[config.mk]
export PLATFORM = sky130hd
export DESIGN_NAME = comp_seq_flat
export DESIGN_NICKNAME = d
export VERILOG_FILES = /design/src/rtl/comp_seq_if.sv /design/src/rtl/comp_seq.sv /design/src/flat_wrapper.sv
export SDC_FILE = /design/constraint.sdc
export NUM_CORES = 1
export LEC_CHECK = 0
export BUFFER_PORTS_ARGS = -buffer_cell sky130_fd_sc_hd__buf_2
export CORE_MARGIN = 4
export CORE_UTILIZATION = 44
export DETAILED_ROUTE_END_ITERATION = 8
export GPL_ROUTABILITY_DRIVEN = 0
export PLACE_DENSITY = 0.73
export SYNTH_ARGS = -nofsm -noshare
export SYNTH_HDL_FRONTEND = slang
export SYNTH_SLANG_ARGS = --single-unit
[constraint.sdc]
create_clock -name clk -period 2 [get_ports clk]
set_clock_uncertainty 0.1 [all_clocks]
set_input_delay 0.1 -clock clk [delete_from_list [all_inputs] [get_ports clk]]
set_output_delay 0.1 -clock clk [all_outputs]
set_load 0.02 [all_outputs]
[src/rtl/comp_seq_if.sv]
// comp_seq_if -- ready/valid handshake bundle for comp_seq.
//   in_valid / in_ready / in_data    : upstream word into the sequencer
//   out_valid / out_ready / out_data : two's-complement result to downstream
// Modports: slave = comp_seq side, master = producer/consumer side.
interface comp_seq_if #(
  parameter int WIDTH = 8
);
  logic             in_valid;
  logic             in_ready;
  logic [WIDTH-1:0] in_data;
  logic             out_valid;
  logic             out_ready;
  logic [WIDTH-1:0] out_data;

  modport slave (
    input  in_valid, in_data, out_ready,
    output in_ready, out_valid, out_data
  );

  modport master (
    output in_valid, in_data, out_ready,
    input  in_ready, out_valid, out_data
  );
endinterface

[src/rtl/comp_seq.sv]
// comp_seq -- sequences one word at a time through an external bit-serial
// two's complementer and returns the parallel result.
//
// Ports:
//   clk        : clock, rising edge
//   reset      : asynchronous, active-low
//   bus        : comp_seq_if.slave (in_valid/in_ready/in_data,
//                out_valid/out_ready/out_data)
//   comp_x     : serial bit to the complementer, LSB first (0 outside SHIFT)
//   comp_reset : one-cycle state clear to the complementer (CLEAR only)
//   comp_y     : complementer output, combinational in comp_x
//   err        : sticky self-check mismatch flag
//
// Optional feature: define COMP_SEQ_CHECK_EN to compare the serial result
// against (~word + 1) on entry to DONE; otherwise err is tied to 0.
//
// state | meaning
// IDLE  | in_ready=1, waiting for in_valid
// CLEAR | comp_reset=1 for one cycle, bit counter cleared
// SHIFT | WIDTH cycles of serial exchange, LSB first
// DONE  | out_valid=1, result held until out_ready
module comp_seq #(
  parameter int WIDTH = 8
) (
  input  logic        clk,
  input  logic        reset,
  comp_seq_if.slave   bus,
  output logic        comp_x,
  output logic        comp_reset,
  input  logic        comp_y,
  output logic        err
);

  localparam int CW = $clog2(WIDTH + 1);

  typedef enum logic [1:0] {IDLE, CLEAR, SHIFT, DONE} state_t;

  state_t           state_q, state_d;
  logic [WIDTH-1:0] shift_q;
  logic [WIDTH-1:0] res_q;
  logic [CW-1:0]    cnt_q;
  logic             last_shift;
  logic [WIDTH-1:0] res_next;

  logic in_ready_w, out_valid_w, comp_x_w, comp_reset_w;

  assign last_shift = (cnt_q == CW'(WIDTH - 1));
  // comp_y lands at the MSB so the first (LSB) result bit ends up at bit 0.
  assign res_next   = {comp_y, res_q[WIDTH-1:1]};

  // State register
  always_ff @(posedge clk or negedge reset) begin
    if (!reset) state_q <= IDLE;
    else        state_q <= state_d;
  end

  // Next-state logic
  always_comb begin
    state_d = state_q;
    case (state_q)
      IDLE:    if (bus.in_valid) state_d = CLEAR;
      CLEAR:   state_d = SHIFT;
      SHIFT:   if (last_shift) state_d = DONE;
      DONE:    if (bus.out_ready) state_d = IDLE;
      default: state_d = IDLE;
    endcase
  end

  // Outputs
  always_comb begin
    in_ready_w   = 1'b0;
    out_valid_w  = 1'b0;
    comp_x_w     = 1'b0;
    comp_reset_w = 1'b0;
    case (state_q)
      IDLE:    in_ready_w   = 1'b1;
      CLEAR:   comp_reset_w = 1'b1;
      SHIFT:   comp_x_w     = shift_q[0];
      DONE:    out_valid_w  = 1'b1;
      default: ;
    endcase
  end

  assign bus.in_ready  = in_ready_w;
  assign bus.out_valid = out_valid_w;
  assign bus.out_data  = res_q;
  assign comp_x        = comp_x_w;
  assign comp_reset    = comp_reset_w;

  // Datapath: in_data is only sampled in IDLE, so later changes are ignored.
  always_ff @(posedge clk or negedge reset) begin
    if (!reset) begin
      shift_q <= '0;
      res_q   <= '0;
      cnt_q   <= '0;
    end else begin
      case (state_q)
        IDLE:  if (bus.in_valid) shift_q <= bus.in_data;
        CLEAR: cnt_q <= '0;
        SHIFT: begin
          shift_q <= shift_q >> 1;
          res_q   <= res_next;
          cnt_q   <= cnt_q + CW'(1);
        end
        default: ;
      endcase
    end
  end

`ifdef COMP_SEQ_CHECK_EN
  logic [WIDTH-1:0] exp_q;
  logic             err_q;

  always_ff @(posedge clk or negedge reset) begin
    if (!reset) begin
      exp_q <= '0;
      err_q <= 1'b0;
    end else begin
      if (state_q == IDLE && bus.in_valid)
        exp_q <= ~bus.in_data + WIDTH'(1);
      // Evaluated on the edge that enters DONE, using the final shifted value.
      if (state_q == SHIFT && last_shift && (res_next != exp_q))
        err_q <= 1'b1;
    end
  end

  assign err = err_q;
`else
  assign err = 1'b0;
`endif

endmodule

[src/flat_wrapper.sv]
// flat-port wrapper written by rule: the top's interface ports become plain ports
module comp_seq_flat 
#(
  parameter int WIDTH = 8
)
  (clk, reset, comp_x, comp_reset, comp_y, err, bus_in_valid, bus_in_data, bus_out_ready, bus_in_ready, bus_out_valid, bus_out_data);
  comp_seq_if #(.WIDTH(WIDTH)) bus_i ();
  input  logic clk;
  input  logic reset;
  output logic comp_x;
  output logic comp_reset;
  input  logic comp_y;
  output logic err;
  input wire logic [$bits(bus_i.in_valid)-1:0] bus_in_valid;
  input wire logic [$bits(bus_i.in_data)-1:0] bus_in_data;
  input wire logic [$bits(bus_i.out_ready)-1:0] bus_out_ready;
  output wire logic [$bits(bus_i.in_ready)-1:0] bus_in_ready;
  output wire logic [$bits(bus_i.out_valid)-1:0] bus_out_valid;
  output wire logic [$bits(bus_i.out_data)-1:0] bus_out_data;
  assign bus_i.in_valid = bus_in_valid;
  assign bus_i.in_data = bus_in_data;
  assign bus_i.out_ready = bus_out_ready;
  assign bus_in_ready = bus_i.in_ready;
  assign bus_out_valid = bus_i.out_valid;
  assign bus_out_data = bus_i.out_data;
  comp_seq #(.WIDTH(WIDTH)) u_core (.clk(clk), .reset(reset), .bus(bus_i), .comp_x(comp_x), .comp_reset(comp_reset), .comp_y(comp_y), .err(err));
endmodule
==> impl_metrics.py, run 1 <==
metrics = {
    "run_status": {
        "run_status": "finished, final reports clean",
    },
    "floorplan": {
        "initial_core_util_pct": 45.6,
        "die_h_um": 58.5,
        "rows": 18,
        "core_region_area_sq_um": 2450,
        "io-pin-count": 26,
        "dieWidth_um": 58.5,
        "die_area_sq_um": 3420,
    },
    "route": {
        "drc_errors": 0,
        "final_antenna_net_count": 0,
        "drt_iter0_drc": 26,
        "via_per_inst": 5.29,
        "routed_wirelength_um": 2170,
        "vias": 825,
        "post_drt_wl_per_cell_um": 13.9,
        "dr.pass1.iters": 4,
    },
    "global_route": {
        "gr-total-overflow": 0,
        "grt_pass1_wl_um": 3680,
        "grt_max_degree": 23,
        "antenna_found_initial": 0,
        "grt_pass1_vias": 800,
        "track_usage_pct": 14.2,
    },
    "clock_network": {
        "clock-sinks": 22,
        "cts_root_buffer": "clkbuf_4",
        "h-tree-depth": 1,
        "clock_path_buffers": 2,
        "insertion_delay_ns": 0.31,
        "clk_pin_slew_ns": 0.11,
        "cts_tree": "done",
        "cts_made_buffers": 3,
        "cts_setup_buffers": 0,
    },
    "cells_and_area": {
        "final_cell_mix": "buf_2, dfrtp_1, nand3_1, a221o_1",
        "num-nets-final": 145,
        "num_antenna_cells": 0,
        "final_common_cell": "buf_2",
        "syn2layout_area_growth_pct": 19.4,
        "layout-drive-gt1-share_pct": 31.0,
        "final_cell_area_sq_um": 1340,
    },
    "place": {
        "port_buffers": 24,
        "dpl_cell_area_sq_um": 1250,
        "hpwl_um": 1560,
    },
    "critical_path": {
        "cp_num_buf_inv": 3,
        "reg2reg_to": "u_core.shift_q[5]",
        "critPathCaptureType": "primary output",
        "crit_type": "reg2out",
        "crit_path_max_incr_delay_ns": 0.43,
        "critPathMaxFanout": 8,
        "cp.arrival_ns": 1.60,
        "critPathLaunchType": "flip-flop",
        "reg2reg_from": "u_core.state_q[0]",
        "critPathSlowestCell": "dfrtp_1",
        "ff2ff_setup_slack_ns": 0.26,
        "r2r_cells": 5,
        "cp_cell_sequence": "inv_1, ha_1, buf_4, and2_1, buf_2",
        "cp.required_ns": 1.80,
        "cp_top_family": "buffers and inverters",
    },
    "sta": {
        "rsz0062_at_grt": "false",
        "layout_min_cycle_time_ns": 1.80,
        "hold_violations": 0,
        "fin_setup_tns_ns": 0,
        "fmax_ghz": 0.554,
        "finalCritPeriodShare_pct": 90.2,
        "finalSetupViolations": 0,
        "slew_violations": 0,
    },
    "run": {
        "maxCapViolCount": 0,
    },
    "worst_hold_path": {
        "min_path_type": "in2reg",
        "min_path_cells": 4,
        "holdPathEnd": "u_core.shift_q[4]",
        "min-delay-start": "bus_in_data[4]",
    },
    "logic_synthesis": {
        "synth.net_count": 119,
        "synth_seq_area_share_pct": 49.2,
        "syn_area_per_cell_sq_um": 11.1,
        "ys.warnings.count": 0,
        "synthCells": 101,
        "syn_area_sq_um": 1120,
        "synth_cell_type_count": 27,
        "synth-seq-cells": 22,
    },
    "power": {
        "p_leak_uw": 0.000624,
        "power.density_nw_per_um2": 1660,
        "totalPowerFinal_uw": 2230,
        "peakVddDrop_v": 0.000830,
    },
}
[per-layer routing]
| layer | vias to the layer above | global-route usage [%] | share of wire, % |
|---|---|---|---|
| met5 | - | 0 | 0 |
| met4 | 0 | 7.95 | 1.3 |
| met3 | 4 | 1.97 | 4.2 |
| met2 | 14 | 22.3 | 51 |
| met1 | 396 | 18.7 | 43 |
| li1 | 411 | - | - |
[area by class of cell]
type	instances	area (sq um)
Multi-Input combinational cell	64	502
Timing Repair Buffer	30	173
Tap cell	30	37.5
Sequential cell	22	551
Clock buffer	3	22.5
Clock inverter	1	30.0
Inverter	6	22.5
Fill cell	213	1120
[worst reg2reg max path, stage by stage (launching register included)]
cell and delay (ns):
dfrtp_1 0.43, inv_1 0.10, ha_1 0.17, nor2b_4 0.27, nor2b_1 0.17, a221o_1 0.39
[what timing repair did]
item	CTS	global route
setup endpoints to repair	7	1
hold buffers	3	0
cloned	0	0
endpoints found under the hold margin	24	0
resized for setup	1	1
[per-stage QoR]
stage | hold slack (ns) | std cells | worst slack, ns | util, %
2_1_floorplan | -0.296 | 101 | 0.132 | -
3_5_place_dp | -0.0135 | 149 | -0.0738 | 50.8
5_1_grt | 0.121 | 156 | 0.0385 | 54.5
6_report | 0.101 | 156 | 0.196 | 54.5
3_3_place_gp | -0.0138 | 149 | 0.0104 | 50.8
4_1_cts | 0.0861 | 156 | 0.128 | 54.3
[state kept, by name, summed over array words and instances (netlist names)]
signal and flops:
u_core.state_q 2, u_core.bus.out_data 8, u_core.shift_q 8, u_core.cnt_q 4
[Yosys cell counts (all sizes together)]
| cell | count | share of area, % |
|---|---|---|
| nand3 | 11 | 4.9 |
| nand2 | 1 | 0.33 |
| nor2b | 4 | 2.2 |
| ha | 5 | 5.6 |
| o21ai | 4 | 1.8 |
| clkbuf | 2 | 0.67 |
| a21oi | 6 | 2.7 |
| o32a | 1 | 0.89 |
| and2 | 1 | 0.56 |
| o221ai | 1 | 0.78 |
| a211oi | 1 | 1.1 |
| a221o | 7 | 6.3 |
| dfrtp | 22 | 49 |
| nand2b | 6 | 3.4 |
| a31oi | 1 | 0.56 |
| and4b | 1 | 0.89 |
| o21bai | 1 | 0.67 |
| buf | 7 | 4.0 |
| nand3b | 2 | 1.3 |
| inv | 6 | 2.0 |
| conb | 1 | 0.33 |
| mux2 | 9 | 9.0 |
| o2bb2ai | 1 | 0.78 |
[report_power, final]
| part | total, uW | internal (uW) | switching (uW) |
|---|---|---|---|
| registers | 770 | 637 | 133 |
| clock network | 335 | 203 | 132 |
| logic | 1120 | 508 | 613 |
[how the worst max path moves through the flow]
stage | endpoint | start | depth (start not counted)
2_1_floorplan | u_core.shift_q[5] | u_core.state_q[0] | 7
3_3_place_gp | u_core.shift_q[5] | u_core.state_q[0] | 5
3_5_place_dp | u_core.shift_q[5] | u_core.state_q[0] | 5
4_1_cts | u_core.shift_q[5] | u_core.state_q[0] | 5
5_1_grt | comp_x | u_core.state_q[0] | 5
6_report | comp_x | u_core.state_q[0] | 5
[cell families after synthesis]
family	Yosys count	share of synthesized area (%)
AOI/OAI and AO/OA	23	15.5
adders and majority gates	5	5.59
buffers and inverters	15	6.70
DFF	22	49.2
muxes	9	9.05
other	1	0.335
and+or+nand+nor	26	13.6
No activity file was read; power rests on OpenSTA's default activity.
==> run 2, diff against run 1 <==
CORE_ASPECT_RATIO = 1.5   (was default)
==> impl_metrics.py, run 2 (synthesized netlist as in run 1, its figures left out) <==
metrics = {
    "run_status": {
        "run_status": "finished, final reports clean",
    },
    "global_route": {
        "grt_pass1_vias": 809,
        "track_usage_pct": 12.7,
        "grt_pass1_wl_um": 3510,
        "antenna_found_initial": 0,
        "grt_max_degree": 23,
        "gr-total-overflow": 0,
    },
    "cells_and_area": {
        "num_antenna_cells": 0,
        "multi_input_area_sq_um": 497,
        "final_common_cell": "buf_2",
        "layout-drive-gt1-share_pct": 31.2,
        "final_cell_area_sq_um": 1300,
        "syn2layout_area_growth_pct": 16.0,
        "nFillCells": 223,
        "finish.utilization_pct": 53.0,
        "register_area_sq_um": 551,
        "num-nets-final": 144,
        "final_cell_mix": "buf_2, dfrtp_1, nand3_1, a221o_1",
    },
    "floorplan": {
        "rows": 22,
        "initial_core_util_pct": 45.7,
        "io-pin-count": 26,
        "die_h_um": 69.8,
        "dieWidth_um": 49.2,
        "die_area_sq_um": 3430,
        "core_region_area_sq_um": 2450,
    },
    "clock_network": {
        "clock_path_buffers": 2,
        "insertion_delay_ns": 0.30,
        "clk_pin_slew_ns": 0.12,
        "cts_root_buffer": "clkbuf_4",
        "cts_tree": "done",
        "h-tree-depth": 1,
        "cts_made_buffers": 3,
        "clock-sinks": 22,
        "cts_setup_buffers": 0,
    },
    "route": {
        "drc_errors": 0,
        "final_antenna_net_count": 0,
        "via_per_inst": 5.57,
        "vias": 830,
        "dr.pass1.iters": 4,
        "drt_iter0_drc": 27,
        "post_drt_wl_per_cell_um": 14.0,
        "routed_wirelength_um": 2090,
    },
    "critical_path": {
        "cp_top_family": "simple AND/OR/NAND/NOR gates",
        "critPathSlowestCell": "dfrtp_1",
        "cp_cell_sequence": "inv_1, ha_1, nor2b_2, nor2b_1, a221o_1",
        "critPathLaunchType": "flip-flop",
        "critPathCaptureType": "flip-flop",
        "crit_path_max_incr_delay_ns": 0.43,
        "cp.arrival_ns": 1.94,
        "cp.required_ns": 2.10,
        "cp_num_buf_inv": 1,
        "critPathMaxFanout": 10,
        "crit_type": "reg2reg",
    },
    "worst_hold_path": {
        "min_path_type": "in2reg",
    },
    "place": {
        "dpl_cell_area_sq_um": 1240,
        "port_buffers": 24,
        "hpwl_um": 1550,
    },
    "sta": {
        "slew_violations": 0,
        "layout_min_cycle_time_ns": 1.85,
        "worst_hold_slack_ns": 0.0238,
        "fmax_ghz": 0.541,
        "finalCritPeriodShare_pct": 92.4,
        "rsz0062_at_grt": "false",
        "hold_violations": 0,
        "finalSetupViolations": 0,
    },
    "power": {
        "p_leak_uw": 0.000610,
        "power.internal_uw": 1250,
        "clockPowerShare_pct": 11.3,
        "combPwrFrac_pct": 52.0,
        "seqPwrFrac_pct": 36.7,
        "peakVddDrop_v": 0.000710,
        "p_switching_uw": 858,
        "power.density_nw_per_um2": 1620,
        "sw_frac_of_total_pct": 40.8,
    },
    "run": {
        "maxCapViolCount": 0,
    },
}
-- run 2: cell types whose count changed in the layout (fill, tap and decap cells not counted) --
cell,delta
bufinv_16,-1
clkbuf_8,+1
dlygate4sd3_1,-1
nor2b_2,+1
nor2b_4,-1
-- run 2: power by group through the flow --
stage / Clock (uW) / Combinational [uW] / Sequential (uW)
3_5_place_dp: 0 / 1100 / 784
5_1_grt: 269 / 1190 / 803
4_1_cts: 252 / 1110 / 773
3_3_place_gp: 0 / 1070 / 768
6_report: 238 / 1090 / 772
2_1_floorplan: 0 / 754 / 857
-- run 2: area by class of cell --
type / instances / area share [%]
flip-flops and latches: 22 / 42.4
multi-input cells: 64 / 38.2
repair buffers: 29 / 12.5
clock buffers: 4 / 2.79
well taps: 24 / 2.31
inverters: 6 / 1.73
-- run 2: tightest hold or removal path: stages --
cell and delay (ns):
buf_2 0.08, a31oi_1 0.07, o21ai_0 0.14
-- run 2: worst paths after layout --
kind | slack (ns) | depth (start not counted) | start | end
worst max-delay path | 0.15 | 5 | u_core.state_q[0] | u_core.shift_q[5]
worst max register to register | 0.15 | 5 | u_core.state_q[0] | u_core.shift_q[5]
min in group asynchronous | 0.18 | 2 | reset | u_core.shift_q[5]
worst min register to register | 0.42 | 1 | u_core.bus.out_data[0] | u_core.bus.out_data[0]
worst min-delay path | 0.02 | 3 | bus_in_data[7] | u_core.shift_q[7]
max in group asynchronous | 1.29 | 2 | reset | u_core.bus.out_data[3]
-- run 2: what timing repair did --
action / 4_1_cts / 5_1_grt
gates resized for setup: 1 / 0
endpoints found under the hold margin: 23 / 0
hold buffers: 2 / 0
setup endpoints to repair: 7 / 0
-- run 2: routing by layer --
layer | vias to the layer above | global-route usage [%] | wire (um)
li1 | 407 | - | -
met1 | 401 | 14.3 | 857
met2 | 18 | 23.1 | 1110
met3 | 4 | 1.72 | 98
met4 | 0 | 5.70 | 23
met5 | - | 0 | 0
-- run 2: per-stage QoR --
stage               cells  total power (uW)  setup TNS, ns  setup WS (ns)
floorplan             101              1610              0          0.132
global placement      143              1840              0         0.0306
detailed placement    143              1890        -0.0802        -0.0462
CTS                   149              2140              0          0.156
global route          149              2270              0         0.0572
finish                149              2100              0          0.151
==> run 3, diff against run 2 <==
ABC_AREA = 1   (was default)
PLACE_DENSITY = 0.74   (was 0.73)
==> impl_metrics.py, run 3 <==
metrics = {
    "floorplan": {
        "dieWidth_um": 48.6,
        "rows": 21,
        "initial_core_util_pct": 47.6,
        "core_region_area_sq_um": 2290,
        "io-pin-count": 26,
        "die_h_um": 68.9,
        "die_area_sq_um": 3350,
    },
    "critical_path": {
        "crit_path_max_incr_delay_ns": 0.43,
        "reg2reg_to": "u_core.shift_q[6]",
        "ff2ff_setup_slack_ns": 0.43,
        "path_depth": 6,
        "critPathLaunchType": "flip-flop",
        "cp.required_ns": 1.80,
        "crit_type": "reg2out",
        "critPathMaxFanout": 15,
        "critPathCaptureType": "primary output",
        "reg2reg_from": "u_core.state_q[0]",
        "critPathSlowestCell": "dfrtp_1",
        "cp_num_buf_inv": 4,
        "cp_top_family": "buffers and inverters",
        "worst_path_most_repeated_cell": "inv_1",
        "r2r_cells": 7,
        "cp_cell_sequence": "inv_1, ha_1, buf_4, nand2_1, inv_1, buf_2",
        "cp.arrival_ns": 1.48,
    },
    "logic_synthesis": {
        "ys_top_cells_by_count": "nand2_1, dfrtp_1, inv_1, o21ai_0",
        "ys.warnings.count": 0,
        "synth.net_count": 153,
        "netlist.area_leader.share_pct": 50.6,
        "syn_area_per_cell_sq_um": 8.05,
        "synthAdderAreaFrac_pct": 5.75,
        "synth_top_family_by_area": "simple AND/OR/NAND/NOR gates",
        "synth_compound_area_share_pct": 12.1,
        "synth_mux_area_share_pct": 0,
        "synth-seq-cells": 22,
        "synth_edf_count": 0,
        "synth_ff_type": "dfrtp_1",
        "synthCells": 135,
        "synthTopCellsByArea": "dfrtp_1, nand2_1, o21ai_0",
        "synthSimpleGateAreaFrac_pct": 22.0,
        "synth.largest_area_cell": "dfrtp_1",
        "synth_seq_area_share_pct": 50.6,
        "postSynth.asyncResetShare_pct": 100,
        "synth_xor_area_share_pct": 0,
        "synth_cell_type_count": 19,
        "synth_most_common_cell": "nand2_1",
        "syn_area_sq_um": 1090,
    },
    "clock_network": {
        "clk_pin_slew_ns": 0.11,
        "clock-sinks": 22,
        "insertion_delay_ns": 0.30,
        "h-tree-depth": 1,
        "cts_setup_buffers": 0,
        "cts_resized": 0,
        "clock_path_buffers": 2,
        "cts_tree": "done",
        "cts_made_buffers": 3,
        "cts_root_buffer": "clkbuf_4",
    },
    "cells_and_area": {
        "register_area_sq_um": 551,
        "syn2layout_area_growth_pct": 17.8,
        "num_antenna_cells": 0,
        "nFillCells": 209,
        "num-nets-final": 181,
        "multi_input_area_sq_um": 437,
        "final_cell_mix": "nand2_1, buf_2, dfrtp_1, inv_1, o21ai_0",
        "layout-drive-gt1-share_pct": 20.4,
        "finish.utilization_pct": 56.0,
        "final_common_cell": "nand2_1",
    },
    "power": {
        "seqPwrFrac_pct": 37.2,
        "power.density_nw_per_um2": 1540,
        "power.internal_uw": 1090,
        "peakVddDrop_v": 0.000739,
        "sw_frac_of_total_pct": 44.9,
        "p_leak_uw": 0.000735,
        "clockPowerShare_pct": 11.9,
        "p_switching_uw": 888,
        "combPwrFrac_pct": 50.9,
    },
    "global_route": {
        "grt_max_degree": 23,
        "gr-total-overflow": 0,
        "grt_pass1_vias": 828,
        "grt_pass1_wl_um": 3510,
        "antenna_found_initial": 0,
        "track_usage_pct": 13.1,
    },
    "sta": {
        "fin_setup_tns_ns": 0,
        "fmax_ghz": 0.597,
        "hold_violations": 0,
        "finalCritPeriodShare_pct": 83.8,
        "finalSetupViolations": 0,
        "worst_hold_slack_ns": 0.0103,
        "layout_min_cycle_time_ns": 1.68,
        "layout_setup_ws_ns": 0.324,
        "slew_violations": 0,
        "rsz0062_at_grt": "false",
    },
    "place": {
        "hpwl_um": 1480,
        "port_buffers": 24,
        "dp_slack_ns": 0.447,
    },
    "route": {
        "routed_wirelength_um": 2010,
        "dr.pass1.iters": 4,
        "drt_iter0_drc": 15,
        "drc_errors": 0,
        "final_antenna_net_count": 0,
        "post_drt_wl_per_cell_um": 10.9,
        "via_per_inst": 4.82,
        "vias": 891,
    },
    "worst_hold_path": {
        "holdPathEnd": "u_core.shift_q[2]",
        "min-delay-start": "bus_in_data[2]",
        "min_path_type": "in2reg",
        "min_path_cells": 5,
    },
    "run": {
        "maxCapViolCount": 0,
    },
    "run_status": {
        "run_status": "finished, final reports clean",
    },
}
## run 3: cells by family (layout without fill, tap and decap cells)
group	Yosys count	in the layout
other	1	1
and+or+nand+nor	61	61
AOI/OAI and AO/OA	23	23
DFF	22	22
adders and majority gates	5	5
buffers and inverters	23	50
## run 3: how the worst max path moves through the flow
stage	startpoint	end
finish	u_core.state_q[0]	comp_x
global route	u_core.state_q[0]	comp_x
CTS	u_core.state_q[0]	comp_x
detailed placement	u_core.state_q[0]	u_core.shift_q[6]
global placement	u_core.state_q[0]	u_core.shift_q[7]
floorplan	u_core.state_q[0]	u_core.shift_q[3]
## run 3: timing repair
item,4_1_cts,5_1_grt
hold endpoints to repair,24,0
setup endpoints to repair,0,0
hold buffers,3,0
## run 3: per-layer routing
| layer | GRT usage (%) | part of all wire, % |
|---|---|---|
| met4 | 7.07 | 1.0 |
| met2 | 21.2 | 48 |
| met5 | 0 | 0 |
| met3 | 1.72 | 5.2 |
| met1 | 17.2 | 45 |
## run 3: area by class of cell
cell class	instances	share of cell area, %
tap	23	2.25
inverter	17	4.98
clock buffer	4	2.83
multi-input combinational	90	34.1
timing repair buffer	29	12.9
sequential	22	43.0
## run 3: power groups by stage
stage	clock [uW]	combinational [uW]	sequential [uW]
global route	262	1150	756
CTS	246	1020	735
detailed placement	0	1010	743
global placement	0	987	735
finish	236	1010	735
floorplan	0	703	807
## run 3: stage by stage
stage	area (sq um)	power (uW)	std cells
5_1_grt	1280	2170	185
3_5_place_dp	1210	1760	178
6_report	1280	1980	185
3_3_place_gp	1210	1720	178
2_1_floorplan	1090	1510	135
4_1_cts	1280	2000	185
## run 3: worst reg2reg max path, stage by stage (launching register included)
cell and delay [ns]:
dfrtp_1 0.41, inv_1 0.08, ha_1 0.22, inv_2 0.20, buf_4 0.22, o21ai_0 0.09, nand2_1 0.06, o21ai_0 0.08
